<file path="src/rtl/coreaxi4dmacontroller_pkg.sv">
// Shared constants for the DMA buffer-RAM read streamer: data width, output
// buffer depth and the RAM read latency selected by the output-register option.
package coreaxi4dmacontroller_pkg;

    localparam int DATA_WIDTH = 32;
    localparam int OBUF_DEPTH = 3;

    function automatic int rd_latency(input int pipeline);
        return (pipeline != 0) ? 2 : 1;
    endfunction

endpackage

</file>
<file path="src/rtl/coreaxi4dmacontroller_obuf3.sv">
// 3-entry registered FIFO holding RAM returns; head visible the cycle after push.
// Pop only when non-empty; push when full is dropped unless a pop frees the slot.
module coreaxi4dmacontroller_obuf3
    import coreaxi4dmacontroller_pkg::*;
(
    input  logic                  clk_i,
    input  logic                  rst_n_i,
    input  logic                  clr_i,
    input  logic                  push_i,
    input  logic [DATA_WIDTH-1:0] push_dat_i,
    input  logic                  pop_i,
    output logic [DATA_WIDTH-1:0] head_dat_o,
    output logic                  vld_o,
    output logic [1:0]            cnt_o
);

    logic [DATA_WIDTH-1:0] mem_q [OBUF_DEPTH];
    logic [1:0]            rd_idx_q;
    logic [1:0]            wr_idx_q;
    logic [1:0]            cnt_q;
    logic [1:0]            cnt_d;
    logic                  pop_ok;
    logic                  push_ok;

    function automatic logic [1:0] idx_inc(input logic [1:0] idx);
        return (idx == 2'(OBUF_DEPTH - 1)) ? 2'd0 : idx + 2'd1;
    endfunction

    assign pop_ok  = pop_i & (cnt_q != 2'd0);
    assign push_ok = push_i & ((cnt_q != 2'(OBUF_DEPTH)) | pop_ok);

    always_comb begin
        cnt_d = cnt_q;
        case ({push_ok, pop_ok})
            2'b10:   cnt_d = cnt_q + 2'd1;
            2'b01:   cnt_d = cnt_q - 2'd1;
            default: cnt_d = cnt_q;
        endcase
    end

    always_ff @(posedge clk_i or negedge rst_n_i) begin
        if (!rst_n_i) begin
            for (int i = 0; i < OBUF_DEPTH; i++) begin
                mem_q[i] <= '0;
            end
            rd_idx_q <= 2'd0;
            wr_idx_q <= 2'd0;
            cnt_q    <= 2'd0;
        end else if (clr_i) begin
            // Storage is left as-is; only the bookkeeping defines what is valid.
            rd_idx_q <= 2'd0;
            wr_idx_q <= 2'd0;
            cnt_q    <= 2'd0;
        end else begin
            if (push_ok) begin
                mem_q[wr_idx_q] <= push_dat_i;
                wr_idx_q        <= idx_inc(wr_idx_q);
            end
            if (pop_ok) begin
                rd_idx_q <= idx_inc(rd_idx_q);
            end
            cnt_q <= cnt_d;
        end
    end

    assign head_dat_o = mem_q[rd_idx_q];
    assign vld_o      = (cnt_q != 2'd0);
    assign cnt_o      = cnt_q;

endmodule

</file>
<file path="src/rtl/coreaxi4dmacontroller_ram_rd_streamer.sv">
// Buffer-RAM pointer owner and read streamer; write-to-RD_VALID is L+2 cycles.
// Reads issue only when the 3-entry output buffer can absorb every in-flight return.
module coreaxi4dmacontroller_ram_rd_streamer
    import coreaxi4dmacontroller_pkg::*;
#(
    parameter int ADDR_WIDTH = 2,
    parameter int PIPELINE   = 1
) (
    input  logic                  CLOCK,
    input  logic                  RESETN,
    input  logic                  FLUSH,
    input  logic                  WR_EN,
    output logic [ADDR_WIDTH-1:0] WR_ADDR,
    output logic                  RAM_WR_EN,
    output logic                  WR_FULL,
    output logic [ADDR_WIDTH-1:0] RAM_RD_ADDR,
    output logic                  RAM_RD_EN,
    input  logic [DATA_WIDTH-1:0] RAM_RD_DATA,
    output logic                  RD_VALID,
    output logic [DATA_WIDTH-1:0] RD_DATA,
    input  logic                  RD_READY,
    output logic [ADDR_WIDTH:0]   LEVEL
);

    localparam int            LAT     = rd_latency(PIPELINE);
    localparam int            PW      = ADDR_WIDTH + 1;
    localparam logic [PW-1:0] DEPTH_C = PW'(2 ** ADDR_WIDTH);

    logic [PW-1:0]  wr_ptr_q, wr_ptr_d;
    logic [PW-1:0]  rd_ptr_q, rd_ptr_d;
    logic [LAT-1:0] inflight_q, inflight_d;
    logic [PW-1:0]  level;
    logic           full;
    logic           wr_acc;
    logic           rd_iss;
    logic           rd_room;
    logic           obuf_pop;
    logic           obuf_vld;
    logic [1:0]     obuf_cnt;
    logic [2:0]     occ;

    assign level  = wr_ptr_q - rd_ptr_q;
    assign full   = (level == DEPTH_C);
    // RESETN gates the write strobe so the RAM sees no write while held in reset.
    assign wr_acc = WR_EN & ~full & ~FLUSH & RESETN;

    // Words already committed to the output buffer: queued plus still returning.
    always_comb begin
        occ = {1'b0, obuf_cnt};
        for (int i = 0; i < LAT; i++) begin
            occ = occ + {2'b00, inflight_q[i]};
        end
    end

    assign obuf_pop = obuf_vld & RD_READY;
    assign rd_room  = (occ < (3'(OBUF_DEPTH) + {2'b00, obuf_pop}));
    assign rd_iss   = (level != '0) & rd_room & ~FLUSH;

    always_comb begin
        wr_ptr_d   = wr_ptr_q;
        rd_ptr_d   = rd_ptr_q;
        inflight_d = '0;
        if (!FLUSH) begin
            if (wr_acc) begin
                wr_ptr_d = wr_ptr_q + PW'(1);
            end
            if (rd_iss) begin
                rd_ptr_d = rd_ptr_q + PW'(1);
            end
            inflight_d[0] = rd_iss;
            for (int i = 1; i < LAT; i++) begin
                inflight_d[i] = inflight_q[i-1];
            end
        end
    end

    always_ff @(posedge CLOCK or negedge RESETN) begin
        if (!RESETN) begin
            wr_ptr_q   <= '0;
            rd_ptr_q   <= '0;
            inflight_q <= '0;
        end else begin
            wr_ptr_q   <= wr_ptr_d;
            rd_ptr_q   <= rd_ptr_d;
            inflight_q <= inflight_d;
        end
    end

    coreaxi4dmacontroller_obuf3 u_obuf (
        .clk_i      (CLOCK),
        .rst_n_i    (RESETN),
        .clr_i      (FLUSH),
        .push_i     (inflight_q[LAT-1]),
        .push_dat_i (RAM_RD_DATA),
        .pop_i      (obuf_pop),
        .head_dat_o (RD_DATA),
        .vld_o      (obuf_vld),
        .cnt_o      (obuf_cnt)
    );

    assign WR_ADDR     = wr_ptr_q[ADDR_WIDTH-1:0];
    assign RAM_RD_ADDR = rd_ptr_q[ADDR_WIDTH-1:0];
    assign RAM_WR_EN   = wr_acc;
    assign RAM_RD_EN   = rd_iss;
    assign WR_FULL     = full;
    assign RD_VALID    = obuf_vld;
    assign LEVEL       = level;

endmodule
</file>
<file path="config.mk">
export PLATFORM = sky130hd
export DESIGN_NAME = coreaxi4dmacontroller_ram_rd_streamer
export DESIGN_NICKNAME = d
export VERILOG_FILES = /design/src/rtl/coreaxi4dmacontroller_pkg.sv /design/src/rtl/coreaxi4dmacontroller_obuf3.sv /design/src/rtl/coreaxi4dmacontroller_ram_rd_streamer.sv
export SDC_FILE = /design/constraint.sdc
export NUM_CORES = 1
export LEC_CHECK = 0
export ABC_CLOCK_PERIOD_IN_PS = 2600
export CAP_MARGIN = 30
export CORE_MARGIN = 4
export CORE_UTILIZATION = 54
export CTS_CLUSTER_SIZE = 14
export DETAILED_ROUTE_END_ITERATION = 12
export HOLD_SLACK_MARGIN = 0.1
export PLACE_DENSITY = 0.86
export SYNTH_ARGS = -nofsm -noshare
export SYNTH_HDL_FRONTEND = slang
export SYNTH_SLANG_ARGS = --single-unit
</file>
<file path="constraint.sdc">
create_clock -name CLOCK -period 2.6 [get_ports CLOCK]
set_input_delay 0.26 -clock CLOCK [delete_from_list [all_inputs] [get_ports CLOCK]]
set_output_delay 0.26 -clock CLOCK [all_outputs]
set_load 0.02 [all_outputs]
</file>
==> results.tsv, run 1 <==
metric	value	unit
core footprint	9196	um^2
Max-Cap Viols	0	
Row Count	35	
Bufs and invs on worst path	1	
clk_skew	0.009913	ns
IO buf count	79	
critical path type	flip-flop to primary output	
first-pass GRT wire length	17790	um
Register Area	2755	um^2
final setup violation count	0	
clk_lat worst skew	0.37	ns
non-filler cells in the finished layout	602	
sequential share of the synthesized area	54.07	%
Rel. slew slack	48.30	%
hpwl dp	6945	um
Hold Vio Cnt, Final	0	
die area	11050	um^2
Post-Syn Area per Cell	12.73	um^2
HP Class	input port to asynchronous set/reset pin	
Pwr Total	7118	uW
Crit Path Max Fanout	2	
Post-synth EDFFs	0	
Unique masters post-synth	33	
Die W	105.1	um
gr usage total	19.99	%
RR Startpoint	inflight_q[0]	
Clk network pwr share	14.8	%
minimum clock period	2.538	ns
Pwr Density	1122	nW/um^2
ANT nets after route	0	
vias in the first global route	3566	
Pre-antenna DRT Iters	6	
largest net degree at the start of global routing	64	
TritonCTS buffer count	9	
via/cell ratio	5.528	
Fill cells	653	
Comb pwr share	46.5	%
Syn Nets	445	
f_max	0.3940	GHz
Syn. warnings	0	
Ant. Diodes	0	
Clock Path Buffers	2	
initial antenna violation count	0	
outcome	finished, final reports clean	
top-count cell post-synth	dfrtp_1	
Ports	80	
final RePlAce weighted congestion	0.7653	
clock tree sinks	110	
area grow syn2layout	24.63	%
hold slack	0.2274	ns
critical path launch point type	flip-flop	
post-synth top area share	54.07	%
Net Sw Frac	35.16	%
# placed instances	584	
RSZ-0062 raised after global routing	true	
worst reg-to-reg path cell count	8	
DR vias	3328	
most frequent cells after synthesis	110 x dfrtp_1, 97 x mux2_2, 41 x nand2_1	
post-synth top area cell	dfrtp_1	
Tightest Pin Transition	0.7755	ns
delay-heaviest family, CP	adder cells	
Gate Count Post-Synth	400	
CTS tree	done	
Reg power frac	38.7	%
static leakage	0.002795	uW
GR Overflow Total	0	
fin nets	531	
Peak VDD IR	1127	uV
CP endpoint kind	primary output	
Clk pin slew, worst setup/hold paths	0.10	ns
Internal Power	4615	uW
root buf cell	clkbuf_8	
Util after Layout	68.99	%
worst endpoint required time	2.34	ns
CTS H-Tree Depth	3	
Routed WL	10580	um
most common flop cell mapped by yosys	dfrtp_1	
ratio of cells with drive above 1 in the final layout	30.96	%
wire length per cell	17.57	um
CP cell instances	fa_1 -> ha_1 -> ha_4 -> o21ai_2 -> a22oi_2 -> nor2_2 -> buf_6	
Arr. time, crit path	2.28	ns
synth top area cells	dfrtp_1 54%, mux2_2 21%, mux2i_1 6.7%, o21ai_0 3.8%, nand2_1 3.0%	
Worst R2R End	rd_ptr_q[2]	
R2R Setup Slk	0.23	ns
final slew viol count	0	
flops & latches, synth	110	
Crit-path slowest cell	fa_1	
Die Span Y	105.1	um
Syn Std Cell Area	5091	um^2
Multi-input gate area	2217	um^2
Final Cycle Share	97.61	%
crit-path max cell delay	0.43	ns
switching power	2503	uW
fraction of registers with async set/reset	100.0	%
initial core utilization	55.36	%
DRC	0	
Iter 0 DRT Violations	110	
-- routing by layer --
metal	track usage [%]	vias to the layer above	wire length [um]
met5	0	-	0
met4	4.124	0	72
met3	4.756	6	547
met2	33.13	79	5222
met1	27.01	1680	4736
li1	-	1563	-
-- cell type report --
class,instances,share of cell area [%]
well taps,111,2.189
clock inverters,6,1.104
repair buffers,101,15.76
clock buffers,10,2.169
inverters,7,0.4141
multi-input cells,257,34.94
flip-flops and latches,110,43.42
-- power groups by stage --
stage | clock network [uW] | logic [uW] | registers, uW
after floorplan | 0 | 2000 | 2690
after global placement | 0 | 3170 | 2730
after detailed placement | 0 | 3270 | 2780
after CTS | 1080 | 3260 | 2750
after global routing | 1150 | 3610 | 2820
final | 1050 | 3310 | 2750
-- kinds of logic after synthesis --
family	Yosys count	synth area share [%]
AO/OA/AOI/OAI	46	5.161
XOR/XNOR	6	1.352
adder cells (fa/ha/maj)	8	2.261
buffers and inverters	33	3.244
flip-flops	110	54.07
multiplexers	131	28.14
AND/OR/NAND/NOR	66	5.776
-- worst max path at each step --
stage                          startpoint           to  slack [ns]  cells after the start
after floorplan           u_obuf.cnt_o[0]  rd_ptr_q[1]        0.04                      7
after global placement      inflight_q[0]    RAM_RD_EN       -0.04                      7
after detailed placement    inflight_q[0]    RAM_RD_EN       -0.14                      7
after CTS                   inflight_q[0]    RAM_RD_EN       -0.07                      7
after global routing        inflight_q[0]    RAM_RD_EN       -0.05                      7
final                       inflight_q[0]    RAM_RD_EN        0.06                      7
-- through the flow --
stage / TNS (ns) / cell area, um^2 / setup slack (ns)
floorplan: 0 / 5091 / 0.04424
global placement: -0.04451 / 6083 / -0.04451
detailed placement: -0.1372 / 6083 / -0.1372
CTS: -0.06877 / 6299 / -0.06877
global route: -0.05136 / 6345 / -0.05136
finish: 0 / 6345 / 0.06217
-- flip-flops by register name, indices dropped and copies added (netlist names) --
| name | flops |
|---|---|
| u_obuf.mem_q | 96 |
| rd_ptr_q | 3 |
| wr_ptr_q | 3 |
| inflight_q | 2 |
| u_obuf.cnt_o | 2 |
| u_obuf.rd_idx_q | 2 |
| u_obuf.wr_idx_q | 2 |
-- placed cells by master, fill, tap and decap left out, drive strengths merged --
cell,n
dfrtp,110
mux2,97
clkdlybuf4s50,74
nand2,42
o21ai,40
mux2i,34
buf,24
clkbuf,10
nor2,9
inv,8
ha,6
nor2b,5
xnor2,4
a21oi,3
clkinvlp,3
dlygate4sd2,2
fa,2
xor3,1
nor4,1
a22oi,1
and3,1
a311oi,1
or2,1
xor2,1
nor3b,1
nor3,1
o211a,1
nand3b,1
or4b,1
or4,1
nand3,1
nand2b,1
clkinv,1
bufinv,1
dlygate4sd3,1
-- what timing repair did --
action | CTS | global route
endpoints found under the setup margin | 5 | 3
pin swaps | 2 | 4
endpoints found under the hold margin | 47 | 0
resized for setup | 14 | 7
setup buffers | 0 | 1
hold buffers | 1 | 0
(Power assumes the default switching activity.)
==> inputs of run 2 (changes only) <==
--- a/config.mk
+++ b/config.mk
@@ -7,12 +7,14 @@
 export LEC_CHECK = 0
 export ABC_CLOCK_PERIOD_IN_PS = 2600
 export CAP_MARGIN = 30
+export CELL_PAD_IN_SITES_DETAIL_PLACEMENT = 0
+export CELL_PAD_IN_SITES_GLOBAL_PLACEMENT = 1
 export CORE_MARGIN = 4
-export CORE_UTILIZATION = 54
+export CORE_UTILIZATION = 43
 export CTS_CLUSTER_SIZE = 14
 export DETAILED_ROUTE_END_ITERATION = 12
 export HOLD_SLACK_MARGIN = 0.1
-export PLACE_DENSITY = 0.86
+export PLACE_DENSITY = 0.85
 export SYNTH_ARGS = -nofsm -noshare
 export SYNTH_HDL_FRONTEND = slang
 export SYNTH_SLANG_ARGS = --single-unit
==> run 2 against run 1 <==
Net effect:
- clock skew decreased by 0.0017 ns
- flip-flop and latch count unchanged
- via count decreased by 0.75%
- hold slack improved by 0.28 ns
- die area increased by 24%
- total power increased by 2.5%
- clock power increased by 23%
- cell area increased by 2.0%
- critical path depth unchanged
- combinational power decreased by 2%
- core utilization decreased by 13 points
- first-iteration DRC count increased by 31%
- critical endpoint unchanged
==> results.tsv, run 2 (synthesized netlist as in run 1, its figures left out) <==
metric	value	unit
pre-CTS setup slack	-0.1869	ns
commonest non-fill, non-tap cell in the layout	dfrtp_1	
Ant. Diodes	0	
Pwr Density	1128	nW/um^2
Hold Path Stages	1	
Fill cells	1003	
initial core utilization	44.21	%
final slew viol count	0	
Rel. slew slack	44.27	%
commonest non-fill, non-tap cells in the layout	108 x dfrtp_1, 97 x mux2_2, 73 x clkdlybuf4s50_1	
critical path launch point type	flip-flop	
Hold Vio Cnt, Final	0	
outcome	finished, final reports clean	
Register Area	2755	um^2
clk_skew	0.008222	ns
Multi-input gate area	2226	um^2
Pwr Total	7298	uW
largest net degree at the start of global routing	68	
RSZ-0062 raised after global routing	false	
wire length per cell	16.76	um
Reg with most FFs	u_obuf.mem_q	
ratio of cells with drive above 1 in the final layout	31.50	%
ANT nets after route	0	
Die Span Y	116.8	um
switching power	2463	uW
Ports	80	
gr usage total	16.20	%
Peak VDD IR	686.5	uV
CP endpoint kind	primary output	
Clk pin slew, worst setup/hold paths	0.07	ns
DR vias	3303	
Post-CTS Setup Bufs	0	
Tightest Pin Transition	0.8360	ns
first-pass GRT wire length	17080	um
Arr. time, crit path	2.27	ns
f_max	0.3960	GHz
Crit Path Max Fanout	2	
HP Class	flip-flop to flip-flop	
crit-path max cell delay	0.42	ns
GR Overflow Total	0	
fin nets	533	
Iter 0 DRT Violations	144	
via/cell ratio	5.202	
Reg power frac	37.7	%
Row Count	39	
clock tree sinks	110	
Routed WL	10640	um
vias in the first global route	3383	
initial antenna violation count	0	
CTS tree	done	
clk_lat worst skew	0.35	ns
largest registers	u_obuf.mem_q x96, rd_ptr_q x3, wr_ptr_q x3	
Final Cycle Share	97.12	%
Clock Path Buffers	2	
CP cell instances	fa_2 -> ha_4 -> ha_1 -> nor4_2 -> a22oi_2 -> nor2_2 -> buf_6	
final RePlAce weighted congestion	0.7873	
root buf cell	clkbuf_16	
die area	13640	um^2
Pre-antenna DRT Iters	4	
Comb pwr share	44.6	%
area grow syn2layout	27.11	%
worst endpoint required time	2.34	ns
Internal Power	4834	uW
Crit-path slowest cell	fa_2	
TritonCTS buffer count	9	
hpwl dp	7046	um
worst reg-to-reg path cell count	8	
fin worst setup slack	0.07487	ns
Die W	116.8	um
Net Sw Frac	33.75	%
core footprint	11520	um^2
final setup violation count	0	
critical path type	flip-flop to primary output	
Max-Cap Viols	0	
static leakage	0.002848	uW
Largest register FFs	96	
minimum clock period	2.525	ns
CTS H-Tree Depth	3	
IO buf count	79	
DRC	0	
Clk network pwr share	17.7	%
## run 2: cell types whose count changed in the layout (fill, tap and decap cells not counted), sizes merged
cell,previous run,this run
buf,24,26
bufinv,1,0
clkbuf,10,12
clkdlybuf4s50,74,73
clkinvlp,3,2
dlygate4sd2,2,1
dlymetal6s2s,0,2
inv,8,7
## run 2: stage by stage
step                      setup TNS, ns  instances  hold slack (ns)  utilization (%)  area, um^2
final                                 0        635           0.5065            56.19        6471
after global routing                  0        635           0.5172            56.19        6471
after CTS                       -0.1150        635           0.5081            55.77        6422
after detailed placement        -0.1869        619           0.4198            53.30        6138
after global placement         -0.06708        619           0.4203            53.30        6138
after floorplan                       0        400         -0.03559                -        5091
## run 2: layout make-up
class                   count  share of cell area (%)
clock buffers              12                   3.964
well taps                 143                   2.765
inverters                   7                  0.4060
multi-input cells         257                   34.40
repair buffers            103                   15.58
clock inverters             3                  0.3094
flip-flops and latches    110                   42.58
## run 2: what timing repair did
| item | in CTS | in global routing |
|---|---|---|
| resized for setup | 9 | 13 |
| endpoints found under the setup margin | 3 | 25 |
| pin swaps | 0 | 1 |
| endpoints found under the hold margin | 43 | 0 |
| hold buffers | 1 | 0 |
## run 2: power groups by stage
stage	clock network, uW	registers, uW	logic [uW]
2_1_floorplan	0	2690	2000
5_1_grt	1390	2830	3530
3_3_place_gp	0	2730	3190
3_5_place_dp	0	2780	3260
4_1_cts	1330	2750	3250
6_report	1290	2750	3250
## run 2: final timing paths
path | start | end | slack, ns
hold / removal | u_obuf.mem_q[79] | u_obuf.mem_q[79] | 0.51
min in group asynchronous | RESETN | u_obuf.mem_q[83] | 0.58
hold reg to reg | u_obuf.mem_q[79] | u_obuf.mem_q[79] | 0.51
setup reg to reg | inflight_q[0] | rd_ptr_q[2] | 0.23
max in group asynchronous | RESETN | u_obuf.mem_q[70] | 0.78
setup / recovery | inflight_q[0] | RAM_RD_EN | 0.07
## run 2: per-layer routing
layer | share of wire (%) | GRT usage [%] | vias to the layer above
met5 | 0 | 0 | -
met4 | 1.9 | 5.505 | 0
met3 | 4.2 | 3.393 | 16
met2 | 46 | 25.26 | 64
met1 | 48 | 22.68 | 1650
li1 | - | - | 1573
## run 2: worst max-delay path, delay by kind of cell (launching register included)
kind,cells,cell delay [ns]
simple gates,2,0.47
fa+ha+maj,3,0.79
flops,1,0.41
compound gates,1,0.13
buf+inv,1,0.14
==> inputs of run 3 (changes only) <==
--- a/config.mk
+++ b/config.mk
@@ -11,6 +11,7 @@
 export CELL_PAD_IN_SITES_GLOBAL_PLACEMENT = 1
 export CORE_MARGIN = 4
 export CORE_UTILIZATION = 43
+export CTS_CLUSTER_DIAMETER = 40
 export CTS_CLUSTER_SIZE = 14
 export DETAILED_ROUTE_END_ITERATION = 12
 export HOLD_SLACK_MARGIN = 0.1
==> results of run 3 <==
Same layout as run 2: the final DEF is identical, and so are final timing and power.
